==> src/rtl/pll_seq_ctrl_if.sv <==
// pll_seq_ctrl_if: request/lock inputs and PLL control outputs
// of the DVP clock PLL sequencer.
interface pll_seq_ctrl_if #(
    parameter int MAX_RETRY = 3
);
    localparam int RW = (MAX_RETRY > 0) ? $clog2(MAX_RETRY + 1) : 1;

    logic          req;
    logic          pll_lock;
    logic          pll_rst_n;
    logic          dvp_clk_en;
    logic          ready;
    logic          fault;
    logic          lock_lost;
    logic [RW-1:0] retry_cnt;

    modport master (
        input  req,
        input  pll_lock,
        output pll_rst_n,
        output dvp_clk_en,
        output ready,
        output fault,
        output lock_lost,
        output retry_cnt
    );

    modport slave (
        output req,
        output pll_lock,
        input  pll_rst_n,
        input  dvp_clk_en,
        input  ready,
        input  fault,
        input  lock_lost,
        input  retry_cnt
    );
endinterface

==> src/rtl/pll_seq_ctrl.sv <==
// pll_seq_ctrl: PLL reset / lock / settle sequencer gating the
// DVP camera clock, with bounded retries and loss-of-lock recovery.
module pll_seq_ctrl #(
    parameter int RST_CYCLES    = 500,
    parameter int LOCK_TIMEOUT  = 50000,
    parameter int LOCK_FILT     = 4,
    parameter int SETTLE_CYCLES = 1000,
    parameter int MAX_RETRY     = 3
) (
    input  logic           ref_clk,
    input  logic           rst_n,
    pll_seq_ctrl_if.master bus
);
    localparam int MAX_A   = (RST_CYCLES > LOCK_TIMEOUT) ?
                             RST_CYCLES : LOCK_TIMEOUT;
    localparam int CNT_MAX = (MAX_A > SETTLE_CYCLES) ?
                             MAX_A : SETTLE_CYCLES;
    localparam int CW = $clog2(CNT_MAX + 1);
    localparam int FW = $clog2(LOCK_FILT + 1);
    localparam int RW = (MAX_RETRY > 0) ? $clog2(MAX_RETRY + 1) : 1;

    localparam logic [CW-1:0] RST_LD    = CW'(RST_CYCLES - 1);
    localparam logic [CW-1:0] TO_LD     = CW'(LOCK_TIMEOUT - 1);
    localparam logic [CW-1:0] SET_LD    = CW'(SETTLE_CYCLES - 1);
    localparam logic [FW-1:0] FILT_LAST = FW'(LOCK_FILT - 1);
    localparam logic [RW-1:0] RTY_MAX   = RW'(MAX_RETRY);

    localparam logic [2:0] S_IDLE   = 3'd0;
    localparam logic [2:0] S_RESET  = 3'd1;
    localparam logic [2:0] S_WAIT   = 3'd2;
    localparam logic [2:0] S_SETTLE = 3'd3;
    localparam logic [2:0] S_RUN    = 3'd4;
    localparam logic [2:0] S_FAULT  = 3'd5;

    logic          sync1;
    logic          lock_s;
    logic [2:0]    st_q;
    logic [2:0]    st_d;
    logic [CW-1:0] cnt_q;
    logic [CW-1:0] cnt_ld;
    logic [FW-1:0] filt_q;
    logic [RW-1:0] rty_q;
    logic [RW-1:0] rty_d;
    logic          lost_d;
    logic          lock_ok;
    logic          tmo;
    logic          can_retry;
    logic          rstn_q;
    logic          run_q;
    logic          fault_q;
    logic          lost_q;

    assign lock_ok   = lock_s && (filt_q == FILT_LAST);
    assign tmo       = (cnt_q == '0);
    assign can_retry = (rty_q < RTY_MAX);

    // Two-flop synchronizer for the asynchronous PLL lock.
    always_ff @(posedge ref_clk or negedge rst_n) begin
        if (!rst_n) begin
            sync1  <= 1'b0;
            lock_s <= 1'b0;
        end else begin
            sync1  <= bus.pll_lock;
            lock_s <= sync1;
        end
    end

    // Next state; a dropped request overrides everything else.
    always_comb begin
        st_d   = st_q;
        rty_d  = rty_q;
        lost_d = 1'b0;
        if (!bus.req) begin
            st_d = S_IDLE;
        end else begin
            case (st_q)
                S_IDLE: begin
                    st_d  = S_RESET;
                    rty_d = '0;
                end
                S_RESET: begin
                    if (tmo) st_d = S_WAIT;
                end
                S_WAIT: begin
                    if (lock_ok) begin
                        st_d = S_SETTLE;
                    end else if (tmo) begin
                        if (can_retry) begin
                            rty_d = rty_q + 1'b1;
                            st_d  = S_RESET;
                        end else begin
                            st_d = S_FAULT;
                        end
                    end
                end
                S_SETTLE: begin
                    if (!lock_s) begin
                        lost_d = 1'b1;
                        if (can_retry) begin
                            rty_d = rty_q + 1'b1;
                            st_d  = S_RESET;
                        end else begin
                            st_d = S_FAULT;
                        end
                    end else if (tmo) begin
                        st_d  = S_RUN;
                        rty_d = '0;
                    end
                end
                S_RUN: begin
                    if (!lock_s) begin
                        lost_d = 1'b1;
                        st_d   = S_RESET;
                        rty_d  = '0;
                    end
                end
                S_FAULT: st_d = S_FAULT;
                default: st_d = S_IDLE;
            endcase
        end
    end

    // Phase length loaded into the shared down-counter on entry.
    always_comb begin
        case (st_d)
            S_RESET:  cnt_ld = RST_LD;
            S_WAIT:   cnt_ld = TO_LD;
            S_SETTLE: cnt_ld = SET_LD;
            default:  cnt_ld = '0;
        endcase
    end

    // State, phase counter, lock filter and retry count.
    always_ff @(posedge ref_clk or negedge rst_n) begin
        if (!rst_n) begin
            st_q   <= S_IDLE;
            cnt_q  <= '0;
            filt_q <= '0;
            rty_q  <= '0;
        end else begin
            st_q  <= st_d;
            rty_q <= rty_d;
            if (st_d != st_q) begin
                cnt_q <= cnt_ld;
            end else if (cnt_q != '0) begin
                cnt_q <= cnt_q - 1'b1;
            end
            if (st_q == S_WAIT && st_d == S_WAIT && lock_s) begin
                filt_q <= filt_q + 1'b1;
            end else begin
                filt_q <= '0;
            end
        end
    end

    // Registered outputs decoded from the next state.
    always_ff @(posedge ref_clk or negedge rst_n) begin
        if (!rst_n) begin
            rstn_q  <= 1'b0;
            run_q   <= 1'b0;
            fault_q <= 1'b0;
            lost_q  <= 1'b0;
        end else begin
            rstn_q  <= (st_d == S_WAIT) || (st_d == S_SETTLE) ||
                       (st_d == S_RUN);
            run_q   <= (st_d == S_RUN);
            fault_q <= (st_d == S_FAULT);
            lost_q  <= lost_d;
        end
    end

    assign bus.pll_rst_n  = rstn_q;
    assign bus.dvp_clk_en = run_q;
    assign bus.ready      = run_q;
    assign bus.fault      = fault_q;
    assign bus.lock_lost  = lost_q;
    assign bus.retry_cnt  = rty_q;
endmodule

==> src/flat_wrapper.sv <==
// flat-port wrapper written by rule: the top's interface ports become plain ports
module pll_seq_ctrl_flat 
#(
    parameter int RST_CYCLES    = 500,
    parameter int LOCK_TIMEOUT  = 50000,
    parameter int LOCK_FILT     = 4,
    parameter int SETTLE_CYCLES = 1000,
    parameter int MAX_RETRY     = 3
)
  (ref_clk, rst_n, bus_req, bus_pll_lock, bus_pll_rst_n, bus_dvp_clk_en, bus_ready, bus_fault, bus_lock_lost, bus_retry_cnt);
  pll_seq_ctrl_if #(.MAX_RETRY(MAX_RETRY)) bus_i ();
  input  logic ref_clk;
  input  logic rst_n;
  input wire logic [$bits(bus_i.req)-1:0] bus_req;
  input wire logic [$bits(bus_i.pll_lock)-1:0] bus_pll_lock;
  output wire logic [$bits(bus_i.pll_rst_n)-1:0] bus_pll_rst_n;
  output wire logic [$bits(bus_i.dvp_clk_en)-1:0] bus_dvp_clk_en;
  output wire logic [$bits(bus_i.ready)-1:0] bus_ready;
  output wire logic [$bits(bus_i.fault)-1:0] bus_fault;
  output wire logic [$bits(bus_i.lock_lost)-1:0] bus_lock_lost;
  output wire logic [$bits(bus_i.retry_cnt)-1:0] bus_retry_cnt;
  assign bus_i.req = bus_req;
  assign bus_i.pll_lock = bus_pll_lock;
  assign bus_pll_rst_n = bus_i.pll_rst_n;
  assign bus_dvp_clk_en = bus_i.dvp_clk_en;
  assign bus_ready = bus_i.ready;
  assign bus_fault = bus_i.fault;
  assign bus_lock_lost = bus_i.lock_lost;
  assign bus_retry_cnt = bus_i.retry_cnt;
  pll_seq_ctrl #(.RST_CYCLES(RST_CYCLES), .LOCK_TIMEOUT(LOCK_TIMEOUT), .LOCK_FILT(LOCK_FILT), .SETTLE_CYCLES(SETTLE_CYCLES), .MAX_RETRY(MAX_RETRY)) u_core (.ref_clk(ref_clk), .rst_n(rst_n), .bus(bus_i));
endmodule
==> config.mk <==
export PLATFORM = sky130hd
export DESIGN_NAME = pll_seq_ctrl_flat
export DESIGN_NICKNAME = d
export VERILOG_FILES = /design/src/rtl/pll_seq_ctrl_if.sv /design/src/rtl/pll_seq_ctrl.sv /design/src/flat_wrapper.sv
export SDC_FILE = /design/constraint.sdc
export NUM_CORES = 1
export LEC_CHECK = 0
export ABC_AREA = 1
export CAP_MARGIN = 30
export CORE_ASPECT_RATIO = 0.5
export CORE_MARGIN = 8
export CORE_UTILIZATION = 25
export CTS_CLUSTER_SIZE = 10
export DETAILED_ROUTE_END_ITERATION = 7
export GPL_TIMING_DRIVEN = 1
export PLACE_DENSITY_LB_ADDON = 0.05
export REMOVE_ABC_BUFFERS = 1
export SYNTH_ARGS = -nofsm -noshare
export SYNTH_HDL_FRONTEND = slang
export SYNTH_SLANG_ARGS = --single-unit
==> constraint.sdc <==
create_clock -name ref_clk -period 1.8 [get_ports ref_clk]
set_input_delay 0.18 -clock ref_clk [delete_from_list [all_inputs] [get_ports ref_clk]]
set_output_delay 0.18 -clock ref_clk [all_outputs]
set_load 0.005 [all_outputs]
==> flow_summary.rst, run 1 <==
.. list-table::
   :header-rows: 1

   * - Metric
     - Value
   * - Fraction of the yosys area taken by sequential cells
     - 0.420
   * - Final standard cell area without fillers
     - 0.00298 sq mm
   * - Highest layer used for signal routing
     - met4
   * - Post-route clock period utilization
     - 1.14
   * - Overall fraction of global-route tracks in use
     - 0.112
   * - Clock sinks
     - 30
   * - Largest voltage drop on the vdd net
     - around 430 uV
   * - Post-layout power
     - about 4.0 mW
   * - Dominant register cell in the synthesized netlist
     - sky130_fd_sc_hd__dfrtp_1
   * - Synthesis-to-layout area growth
     - 66.8%
   * - Total of hold buffers inserted after clock tree synthesis
     - 0
   * - H-tree depth
     - 2
   * - Clock latency on the worst-skew pair
     - 280 ps
   * - Detailed-route DRC error count
     - 0
   * - Worst R2R Path Depth
     - 16
   * - Count of maximum capacitance violations
     - 0
   * - Fill cell count
     - 667
   * - Class of the worst hold path
     - in2async
   * - Summed instance area of the synthesized netlist
     - 0.00179 sq mm
   * - Required @ worst endpoint
     - between 1500 and 2000 ps
   * - Weighted congestion reported at the end of routability-driven placement
     - 0.807
   * - Standard-cell row count
     - 21
   * - Post-detailed-placement half-perimeter wirelength
     - 3.98 mm
   * - Setup repair after global routing missed its margin
     - yes
   * - Hold violation total from the final report
     - 0
   * - Clock-pin transition on the worst setup and hold timing paths
     - 60 ps
   * - Failing checks
     - negative setup slack
   * - Cell area reported after detailed placement
     - 0.00244 sq mm
   * - Area leader, netlist
     - sky130_fd_sc_hd__dfrtp_1
   * - Maximum operating frequency
     - ~490 MHz
   * - Area fraction of the dominant cell type after synthesis
     - 0.420
   * - Least-Margin Pin Slew
     - just under 400 ps
   * - Worst setup skew after layout
     - roughly 13 ps
   * - Leading cell types by total area after synthesis
     - sky130_fd_sc_hd__dfrtp_1, sky130_fd_sc_hd__nand2_1, sky130_fd_sc_hd__nand3_1
   * - Cell Pwr Density
     - about 1400 mW/mm^2
   * - Leftover overflow at the end of global routing
     - 0
   * - Area of the core
     - 0.00681 sq mm
   * - Wire length of the first global-routing pass
     - 8.80 mm
   * - Count of different cell masters after synthesis
     - 28
   * - Outcome
     - complete, but fails checks
   * - Critical Path Sink Type
     - flip-flop
   * - Worst Path Class, Setup
     - reg2reg
   * - Clock Tree Root
     - sky130_fd_sc_hd__clkbuf_16
   * - Number of global-route vias before repair
     - approximately 1,700
   * - Final count of pins violating max slew
     - 0
   * - Flops & latches, synth
     - 30
   * - Met2 layer wire length in the routed design
     - 2.38 mm
   * - Leakage Power
     - 1.49 nW
   * - Most repeated cell in the gate-level netlist after synthesis
     - sky130_fd_sc_hd__nand2_1
   * - Largest net degree at the start of global routing
     - 31
   * - Count of mapped cells out of synthesis
     - 225
   * - Max-slew headroom at the worst pin
     - 0.735
   * - Worst hold-check slack
     - 291 ps
   * - ANT nets after route
     - 0
   * - Number of input and output port buffers inserted
     - 10
   * - Detail-routed net length per standard cell
     - between 10 and 15 microns
   * - Synthesis Warnings
     - 0
   * - Maximum buffer depth of the clock tree
     - 2
   * - First-pass iteration count of the detailed router
     - 4
   * - Routed length on met3
     - 235 microns
   * - Number of antenna cells inserted
     - 0
   * - Violation count after the first detailed-route iteration
     - 106
   * - Overall via count from detail_route
     - 1,774
   * - Net count of the finished layout
     - 318
   * - Mean instance size in the synthesized netlist
     - 7.95 sq um
   * - Starting density of the core
     - 0.263
   * - Full die area
     - 0.0103 sq mm
   * - Largest fanout of any net on the critical path
     - 5
   * - Final Worst Setup Slack
     - -257 ps
   * - Post-synth EDFFs
     - 0
   * - CTS tree
     - built
   * - Final-layout setup total negative slack
     - -3570 ps
   * - Fraction of layout instances using a drive strength above 1
     - 0.506
   * - Detailed-routing wirelength on met1
     - a little under 3 mm
   * - Via-to-Cell Ratio
     - approximately 4.4
   * - FFs w/ async S/R, synth
     - 1.00
   * - Synth top cells by count
     - sky130_fd_sc_hd__nand2_1, sky130_fd_sc_hd__dfrtp_1, sky130_fd_sc_hd__nand3_1
   * - Vertical die dimension
     - 75.8 microns
   * - I/O pin cnt
     - 11
   * - Number of buffers created by CTS
     - 5
   * - Die outline width
     - between 100 and 150 microns
   * - Arrival time worst endpoint
     - 2220 ps
   * - Total wire length after detailed routing
     - 5.60 mm
   * - Final setup fails
     - 20
   * - Kind of start point of the critical path
     - flip-flop
   * - Final critical delay including setup and external delays
     - 2060 ps
   * - Number of antenna violations at the first check in global routing
     - 0
[per-stage QoR]
step | setup WS [ps] | util | cells
floorplan | -267 | - | 221
global placement | -336 | 0.358 | 385
detailed placement | -369 | 0.358 | 385
CTS | -218 | 0.399 | 398
global route | -394 | 0.439 | 404
finish | -257 | 0.439 | 404
[layer usage]
layer / GRT usage / up-vias
met4: 0.0390 / 0
li1: - / 905
met1: 0.149 / 836
met2: 0.170 / 26
met5: 0 / -
met3: 0.0342 / 7
[power by group]
part / switching, mW / internal, mW / total (mW)
logic: 1.10 / 1.09 / 2.19
registers: 0.140 / 0.830 / 0.969
clock network: 0.333 / 0.547 / 0.880
[placed cells by master (no fill, tap or decap), types with 3 or more instances in the layout]
master | synthesis | routed
sky130_fd_sc_hd__dfrtp_1 | 30 | 28
sky130_fd_sc_hd__nor3_1 | 10 | 5
sky130_fd_sc_hd__nor2_1 | 21 | 17
sky130_fd_sc_hd__xnor2_1 | 5 | 5
sky130_fd_sc_hd__nand3_2 | 4 | 18
sky130_fd_sc_hd__nor2_4 | 5 | 8
sky130_fd_sc_hd__buf_8 | 0 | 3
sky130_fd_sc_hd__a21oi_2 | 0 | 4
sky130_fd_sc_hd__a21oi_1 | 8 | 4
sky130_fd_sc_hd__o21ai_0 | 6 | 3
sky130_fd_sc_hd__nand2_2 | 8 | 16
sky130_fd_sc_hd__nor3_2 | 0 | 5
sky130_fd_sc_hd__nor2_2 | 5 | 6
sky130_fd_sc_hd__xor2_1 | 7 | 7
sky130_fd_sc_hd__buf_6 | 1 | 3
sky130_fd_sc_hd__nand2_1 | 47 | 36
sky130_fd_sc_hd__buf_4 | 2 | 65
sky130_fd_sc_hd__clkbuf_16 | 0 | 6
sky130_fd_sc_hd__clkdlybuf4s50_1 | 0 | 10
sky130_fd_sc_hd__nand2_8 | 0 | 3
sky130_fd_sc_hd__inv_1 | 22 | 18
sky130_fd_sc_hd__inv_2 | 2 | 6
sky130_fd_sc_hd__nand3_1 | 28 | 13
[final timing paths]
path / endpoint / startpoint / slack, ps
max reg2reg: u_core.cnt_q[15] / u_core.cnt_q[0] / -260
max: u_core.cnt_q[15] / u_core.cnt_q[0] / -260
min: u_core.cnt_q[7] / rst_n / 290
min reg2reg: u_core.lock_s / u_core.sync1 / 420
min in group ref_clk: u_core.sync1 / bus_pll_lock / 330
max in group asynchronous: u_core.st_q[1] / rst_n / 1200
[repair_timing]
| action | in CTS | in global routing |
|---|---|---|
| resized for setup | 26 | 48 |
| buffers inserted | 4 | 6 |
| pin swaps | 12 | 26 |
| endpoints found under the hold margin | 0 | 0 |
| cloned | 1 | 1 |
| endpoints found under the setup margin | 21 | 24 |
[area by class of cell]
cell class              instances  area (sq um)  share of cell area
repair buffers                 83           712               0.239
clock buffers                   6           139              0.0465
well taps                      92           115              0.0386
multi-input cells             166          1150               0.387
inverters                      25          98.8              0.0331
flip-flops and latches         30           753               0.252
clock inverters                 2          12.5             0.00419
[kinds of logic (layout without fill, tap and decap cells)]
group	Yosys count	after routing	synth area share
compound gates	17	17	0.0518
xor+xnor	12	12	0.0587
fa+ha+maj	3	3	0.0210
buf+inv	29	116	0.0706
flops	30	30	0.420
simple gates	134	134	0.378
[worst max-delay path, cell delays in order, from the launching register on]
cell	delay (ps)
sky130_fd_sc_hd__dfrtp_1	390
sky130_fd_sc_hd__inv_2	80
sky130_fd_sc_hd__ha_4	170
sky130_fd_sc_hd__nand2_8	70
sky130_fd_sc_hd__nor2_4	170
sky130_fd_sc_hd__nand2_2	100
sky130_fd_sc_hd__nand2_2	100
sky130_fd_sc_hd__nand3_2	80
sky130_fd_sc_hd__nand3_2	100
sky130_fd_sc_hd__nand2_2	80
sky130_fd_sc_hd__nand2_2	100
sky130_fd_sc_hd__nand2_4	120
sky130_fd_sc_hd__clkbuf_16	190
sky130_fd_sc_hd__nand3_2	60
sky130_fd_sc_hd__nand2_1	40
sky130_fd_sc_hd__nand2_1	50
sky130_fd_sc_hd__inv_1	40
[registers in the layout, summed over array words and instances (netlist names), 2 cells and up]
name / flops
u_core.cnt_q: 16
u_core.st_q: 3
u_core.bus.retry_cnt: 2
u_core.filt_q: 3
(Power assumes the default switching activity.)
==> run 2: changes to the inputs <==
CTS_CLUSTER_DIAMETER = 40   (was unset)
==> results of run 2 <==
Same layout as run 1: the final DEF is identical, and so are final timing and power.
